<file path="src/rtl/program_loader.sv">
// program_loader: loads the instruction image into program memory from a byte stream.
//
// Stream format: count byte N, then 4*N payload bytes (each word LSB first), then one
// checksum byte equal to the XOR of all payload bytes. Words go to consecutive word
// addresses starting at 0. The core is held in reset-like stall until the image is
// loaded and its checksum matches.
//
// Ports:
//   clk            - system clock, rising edge
//   reset          - asynchronous active-low reset
//   Start_i        - begin a load (honoured in IDLE, DONE, ERROR)
//   Byte_i         - stream byte
//   Byte_Valid_i   - Byte_i valid
//   Byte_Ready_o   - loader accepts a byte this cycle (decoded from state only)
//   Mem_Write_o    - one-cycle program-memory write strobe
//   Mem_Address_o  - word address being written
//   Mem_Data_o     - word being written
//   Cpu_Hold_o     - core must stall with PC at 0
//   Done_o         - image loaded, checksum good
//   Error_o        - bad word count or checksum mismatch
//   Words_Loaded_o - words written in the current load
module program_loader #(
  parameter int unsigned MEMORY_DEPTH = 64,
  parameter int unsigned DATA_WIDTH   = 32,
  localparam int unsigned AddrW = (MEMORY_DEPTH > 1) ? $clog2(MEMORY_DEPTH) : 1
) (
  input  logic                  clk,
  input  logic                  reset,
  input  logic                  Start_i,
  input  logic [7:0]            Byte_i,
  input  logic                  Byte_Valid_i,
  output logic                  Byte_Ready_o,
  output logic                  Mem_Write_o,
  output logic [AddrW-1:0]      Mem_Address_o,
  output logic [DATA_WIDTH-1:0] Mem_Data_o,
  output logic                  Cpu_Hold_o,
  output logic                  Done_o,
  output logic                  Error_o,
  output logic [8:0]            Words_Loaded_o
);

  localparam logic [2:0] StIdle  = 3'd0;
  localparam logic [2:0] StCount = 3'd1;
  localparam logic [2:0] StData  = 3'd2;
  localparam logic [2:0] StWrite = 3'd3;
  localparam logic [2:0] StCheck = 3'd4;
  localparam logic [2:0] StDone  = 3'd5;
  localparam logic [2:0] StError = 3'd6;

  logic [2:0]            state_q, state_d;
  logic [7:0]            n_q, n_d;
  logic [1:0]            lane_q, lane_d;
  logic [23:0]           asm_q, asm_d;      // lanes 0..2 of the word being assembled
  logic [7:0]            xor_q, xor_d;
  logic [8:0]            words_q, words_d;  // also the address of the next word
  logic [AddrW-1:0]      addr_q, addr_d;
  logic [DATA_WIDTH-1:0] data_q, data_d;

  logic accept;

  // Handshake outputs depend on state only, never on Byte_Valid_i.
  always_comb begin
    Byte_Ready_o = (state_q == StCount) || (state_q == StData) || (state_q == StCheck);
    Mem_Write_o  = (state_q == StWrite);
    Cpu_Hold_o   = (state_q == StCount) || (state_q == StData) || (state_q == StWrite) ||
                   (state_q == StCheck) || (state_q == StError);
    Done_o       = (state_q == StDone);
    Error_o      = (state_q == StError);
  end

  assign accept         = Byte_Ready_o && Byte_Valid_i;
  assign Mem_Address_o  = addr_q;
  assign Mem_Data_o     = data_q;
  assign Words_Loaded_o = words_q;

  always_comb begin
    state_d = state_q;
    n_d     = n_q;
    lane_d  = lane_q;
    asm_d   = asm_q;
    xor_d   = xor_q;
    words_d = words_q;
    addr_d  = addr_q;
    data_d  = data_q;

    unique case (state_q)
      StIdle, StDone, StError: begin
        if (Start_i) state_d = StCount;
      end

      StCount: begin
        if (accept) begin
          if (Byte_i == 8'd0 || {1'b0, Byte_i} > 9'(MEMORY_DEPTH)) begin
            state_d = StError;
          end else begin
            n_d     = Byte_i;
            lane_d  = 2'd0;
            xor_d   = 8'd0;
            words_d = 9'd0;
            state_d = StData;
          end
        end
      end

      StData: begin
        if (accept) begin
          xor_d  = xor_q ^ Byte_i;
          lane_d = lane_q + 2'd1;
          unique case (lane_q)
            2'd0: asm_d[7:0]   = Byte_i;
            2'd1: asm_d[15:8]  = Byte_i;
            2'd2: asm_d[23:16] = Byte_i;
            default: begin
              // Output registers change only here so they hold the last write elsewhere.
              data_d  = DATA_WIDTH'({Byte_i, asm_q});
              addr_d  = words_q[AddrW-1:0];
              state_d = StWrite;
            end
          endcase
        end
      end

      StWrite: begin
        words_d = words_q + 9'd1;
        state_d = (words_q + 9'd1 == {1'b0, n_q}) ? StCheck : StData;
      end

      StCheck: begin
        if (accept) state_d = (Byte_i == xor_q) ? StDone : StError;
      end

      default: state_d = StIdle;
    endcase
  end

  always_ff @(posedge clk or negedge reset) begin
    if (!reset) begin
      state_q <= StIdle;
      n_q     <= 8'd0;
      lane_q  <= 2'd0;
      asm_q   <= 24'd0;
      xor_q   <= 8'd0;
      words_q <= 9'd0;
      addr_q  <= '0;
      data_q  <= '0;
    end else begin
      state_q <= state_d;
      n_q     <= n_d;
      lane_q  <= lane_d;
      asm_q   <= asm_d;
      xor_q   <= xor_d;
      words_q <= words_d;
      addr_q  <= addr_d;
      data_q  <= data_d;
    end
  end

endmodule

</file>
<file path="config.mk">
export PLATFORM = sky130hd
export DESIGN_NAME = program_loader
export DESIGN_NICKNAME = d
export VERILOG_FILES = /design/src/rtl/program_loader.sv
export SDC_FILE = /design/constraint.sdc
export NUM_CORES = 1
export LEC_CHECK = 0
export ABC_CLOCK_PERIOD_IN_PS = 2300
export CAP_MARGIN = 25
export CORE_ASPECT_RATIO = 2
export CORE_MARGIN = 2
export CORE_UTILIZATION = 54
export DETAILED_ROUTE_END_ITERATION = 8
export GPL_TIMING_DRIVEN = 0
export PLACE_DENSITY = 0.8
export SLEW_MARGIN = 40
export SYNTH_ARGS = -nofsm -noshare
export SYNTH_HDL_FRONTEND = slang
export SYNTH_SLANG_ARGS = --single-unit
</file>
<file path="constraint.sdc">
create_clock -name clk -period 2.3 [get_ports clk]
set_input_delay 0.46 -clock clk [delete_from_list [all_inputs] [get_ports clk]]
set_output_delay 0.46 -clock clk [all_outputs]
set_load 0.01 [all_outputs]
</file>
; Word level (Yosys, flattened, before mapping)
; Cells that the tools add are included.
[totals]
reg_bits = 92
out_inout_bits = 52
elab_cells = 74
[classes]
addsub = 2
order_cmp = 1
eq_ne = 16
n_mux = 20
n_bitwise = 3
n_reduce_logical = 22
[op_table]
columns = operator, n
row1 = 8-bit 2-to-1 mux, 3
row2 = 3-bit 2-to-1 mux, 7
row3 = 9-bit 2-to-1 mux, 2
row4 = 9-bit one-hot mux with 2 select lines, 1
row5 = 3-bit AND reduction, 6
row6 = 8-bit one-hot mux with 2 select lines, 1
row7 = 3-bit one-hot mux with 5 select lines, 1
row8 = 2-bit != test (second input constant), 6
row9 = 9-bit by 1-bit adder with 9-bit output (second input constant), 1
row10 = 3-bit equality test (second input constant), 3
row11 = 9-bit by 8-bit equality test with 1-bit output, 1
row12 = 8-bit equality test, 1
row13 = 8-bit by 7-bit > comparator with 1-bit output (second input constant), 1
row14 = 8-bit logical NOT, 1
row15 = 2-bit 2-to-1 mux, 4
row16 = 8-bit bitwise XOR, 1
row17 = 3-bit by 2-bit equality test with 1-bit output (second input constant), 2
row18 = 1-bit logical OR, 6
row19 = 3-bit OR reduction, 2
row20 = 5-bit AND reduction, 1
row21 = 2-bit one-hot mux with 2 select lines, 1
row22 = 4-bit AND reduction, 1
row23 = 2-bit nonzero test, 2
row24 = 3-bit by 1-bit equality test with 1-bit output (second input constant), 1
row25 = other kinds (7), 8

; Longest topological paths before layout
[logic_depth]
ltp_word = 6
depth_mapped = 8
depth_no_buf = 6

; Worst setup path before layout
; No wires, ideal clock.
[synth_timing]
path_type = input to register
from = in Byte_i[0]
to = reg n_q[0]
setup_time_ns = 0.125
arrival_ns = 2.367
slack_ns = -0.192
cell_stages = 7
n_path_buf = 2
path_cell_list = buf_4 > or4_4 > o31a_1 > nor4_2 > and2_4 > buf_12 > mux2_4
[synth_between]
elab_chain_cells = 4
elab_cells_between_ends = 5
classes_between = order compare: 1 / bitwise: 1 / reduce/logical: 3
[synth_lines]
columns = item, line_no
row1 = from (decl), 30  ; input logic [7:0] Byte_i,
row2 = 8-bit by 7-bit > comparator with 1-bit output / 8-bit logical NOT (equally long branches), 93  ; if (Byte_i == 8'd0 || {1'b0, Byte_i} > 9'(MEMORY_DEPTH)) begin
row3 = 1-bit logical OR, 93
row4 = 1-bit inverter (no line), --
row5 = 3-bit AND reduction (no line), --
row6 = to (signal assigned), 148  ; n_q <= n_d;
row7 = to (decl), 51  ; logic [7:0] n_q, n_d;
; Several ways; a longest one is shown, not always the timed one.
; A chain may end at the register's enable or synchronous reset.

; Worst setup path after layout
[layout_timing]
from = in Byte_i[2]
to = reg n_q[0]
[layout_between]
elab_chain_cells = 4
elab_cells_between_ends = 5
classes_between = order compare: 1 / bitwise: 1 / reduce/logical: 3
[layout_lines]
columns = item, line_no
row1 = 8-bit by 7-bit > comparator with 1-bit output / 8-bit logical NOT (equally long branches), 93
row2 = 1-bit logical OR (*), 93
row3 = 1-bit inverter (no line) (*), --
row4 = 3-bit AND reduction (no line) (*), --
; Mark *: on every way between the ends. The rest lies on a longest branch, timed or not.

==> results by group <==
Global route
  • Initial antenna violation count: 0
  • Pin count of the biggest net entering global routing: 54
  • Vias in the first global route: 3180
  • Total GRT Usage: 23.2%
  • First-pass GRT wire length: 15000 um
  • Grt total ovfl: 0

Worst setup path
  • CP Max Fanout: 10
  • CP arrival: 2.46 ns
  • Crit Path Class: input pin to flip-flop
  • Worst setup SP type: input pin
  • Req. time, crit path: 2.52 ns
  • CP Capture Type: flip-flop

Outcome
  • Status: complete, no violations

Logic synthesis
  • Post-synthesis cell count: 346
  • Yosys warns: 0
  • Async SR Flop Fraction: 100%
  • Seq/Total Area, Yosys: 54.1%
  • Primary FF master, synth: dfrtp_1
  • Synthesized area per cell: 12.3 sq um
  • EDFF count, synth: 0
  • Netlist cell types: 55
  • Synthesized Nets: 363
  • #FFs+latches synth: 92
  • Mapped Area: 4250 sq um

Timing
  • Worst Tran Pin Value: 0.649 ns
  • Rel. slew slack: 56.4%
  • Setup violations, final: 0
  • Fmax: 446 MHz
  • Final hold vios: 0
  • Slew Viols, Final: 0
  • Clock skew: 0.00689 ns
  • Final min period: 2.24 ns
  • Setup WS post-layout: 0.0561 ns
  • Final cycle utilization of the critical path: 97.6%

Die
  • Core area: 7600 sq um
  • Chip width: 66.8 um
  • DIE AREA: 8640 sq um
  • Row count: 45
  • Initial core utilization: 56.0%
  • IO Pins: 64
  • Die Y: 130 um

Min path
  • Hold WC Path Type: input pin to asynchronous set/reset pin

Routing
  • Via count: 3021
  • WL per Instance: 18.3 um
  • Vias per std cell: 5.91
  • DRT iter0 DRCs: 123
  • Post-Route WL: 9360 um
  • Post-route DRC: 0
  • Antenna viol nets, final: 0
  • Drt first pass iters: 6

CTS
  • Reg clk slew, reported paths: 0.06 ns
  • Root Driver: clkbuf_16
  • Clock latency at the later pin of the worst-skew pair: 0.34 ns
  • H-tree level count: 3
  • Clock Tree Buf Depth: 2
  • CTS tree: yes
  • TritonCTS Sinks: 92
  • Total CTS buffers: 9

Layout
  • # fillers: 545
  • Synthesis-to-finish area growth: 25.8%
  • Final core occ: 70.4%
  • Fraction of layout cells with a size suffix above 1: 28.3%
  • Diodes inserted: 0
  • Nets: 429

Placement
  • Port Buffers: 55
  • Setup WS pre-CTS: -0.433 ns
  • Post-DP HPWL: 6510 um
  • RD Place Congestion: 0.828

Power and ir drop
  • Maximum VDD drop: 0.956 mV
  • LEAKAGE: 2.29 nW
  • PwrDens: 1420 nW/um^2

Flow run
  • Maxcap violations: 0
==> report_power, final <==
group	internal, W	leakage [nW]	switching [W]
logic	0.00183	1.02	0.00143
registers	0.00239	1.13	0.000558
clock network	0.000791	0.138	0.000603
==> cells in the final DEF, fill, tap and decap left out, drive strengths merged, types with 2 or more instances in the layout <==
master and n:
a21oi 2, nor2 10, o211ai 2, nand3 12
o21ai 19, a31oi 2, or3 4, a32o 7
nor2b 4, nor4 5, ha 5, clkdlybuf4s50 52
and2 2, or4 2, inv 12, clkbuf 24
nand2b 4, clkinvlp 2, o31a 2, clkinv 4
nor3 5, xor2 12, a22o 3, buf 10
nand2 18, nand3b 2, dfrtp 92, xnor2 7
mux2 69, o21bai 2
==> state kept, by name, summed over array words and instances (netlist names) <==
| signal | flops |
|---|---|
| state_q | 3 |
| asm_q | 24 |
| Words_Loaded_o | 9 |
| n_q | 8 |
| xor_q | 8 |
| lane_q | 2 |
| Mem_Data_o | 32 |
| Mem_Address_o | 6 |
==> through the flow <==
step | std cells | setup TNS (ns) | total power, W | hold WS, ns | instance area, sq um
after detailed placement | 496 | -12.80 | 0.00609 | 0.392 | 4970
after floorplan | 346 | -0.528 | 0.00474 | 0.164 | 4280
after CTS | 513 | -0.0246 | 0.00756 | 0.0339 | 5300
final | 511 | 0 | 0.00760 | 0.0233 | 5350
after global routing | 511 | -0.0220 | 0.00804 | 0.0484 | 5350
after global placement | 495 | -232.31 | 0.00591 | 0.482 | 4950
==> Yosys cell counts, types with 2 or more instances <==
cell type   n  area share [%]
dfrtp_1    92              54
mux2_2     66              17
o21ai_0    19             2.2
nand2_1    18             1.6
clkbuf_1   15             1.3
nand3_1    12             1.4
xor2_1     12             2.5
inv_1      11            0.97
nor2_1     10            0.88
a32o_1      7             1.6
xnor2_1     7             1.4
ha_1        5             1.5
nor3_1      5            0.59
nand2b_1    4            0.59
nor2b_1     4            0.59
nor4_1      4            0.59
or3_1       4            0.59
a22o_1      3            0.62
mux2_4      3             1.1
a21oi_1     2            0.24
a31oi_1     2            0.29
buf_1       2            0.18
buf_2       2            0.24
clkinv_1    2            0.18
nand3b_1    2            0.35
o211ai_1    2            0.35
o21bai_1    2            0.35
o31a_1      2            0.41
==> cell families after synthesis <==
kind of cell	Yosys count	share of synthesized area [%]
mux	70	18.8
xor+xnor	19	3.91
flops	92	54.1
simple gates	74	9.36
compound gates	50	8.47
buf+inv	35	3.65
fa+ha+maj	6	1.71
==> worst max-delay path, cell delays in order <==
cell      delay [ns]
clkbuf_2        0.18
or4_4           0.52
o31a_1          0.34
nor4_4          0.29
and2_4          0.24
buf_12          0.14
mux2_4          0.30
==> cell type report <==
| cell class | instances | area (sq um) | area share (%) |
|---|---|---|---|
| repair buffers | 58 | 596 | 11.1 |
| clock inverters | 5 | 33.8 | 0.631 |
| flip-flops and latches | 92 | 2310 | 43.1 |
| plain buffers | 19 | 135 | 2.53 |
| multi-input cells | 219 | 1850 | 34.7 |
| inverters | 13 | 55.1 | 1.03 |
| well taps | 94 | 118 | 2.20 |
| clock buffers | 11 | 253 | 4.72 |
==> worst paths after layout <==
| path | slack (ns) | cells after the start | endpoint | from |
|---|---|---|---|---|
| worst min-delay path | 0.02 | 1 | Mem_Address_o[1]$_DFFE_PN0P_ | reset |
| worst max register to register | 0.12 | 6 | state_q[1]$_DFFE_PN0P_ | Words_Loaded_o[4]$_DFFE_PN0P_ |
| worst min register to register | 0.50 | 1 | Mem_Data_o[16]$_DFFE_PN0P_ | asm_q[16]$_DFFE_PN0P_ |
| max in group asynchronous | 1.68 | 2 | state_q[0]$_DFFE_PN0P_ | reset |
| worst max-delay path | 0.06 | 7 | n_q[0]$_DFFE_PN0P_ | Byte_i[2] |
| min in group clk | 0.42 | 2 | n_q[1]$_DFFE_PN0P_ | Byte_i[1] |
==> metal layers <==
layer / GRT usage (%) / vias to the layer above / wire, um
li1: - / 1370 / -
met1: 25.1 / 1522 / 3430
met2: 40.9 / 99 / 5180
met3: 3.65 / 30 / 368
met4: 14.6 / 0 / 382
met5: 0 / - / 0
==> timing repair <==
action	CTS	global route
hold buffers	0	0
buffers inserted	2	0
pin swaps	0	0
setup endpoints to repair	24	16
hold endpoints to repair	0	0
resized for setup	13	14
No activity file was read; power rests on OpenSTA's default activity.
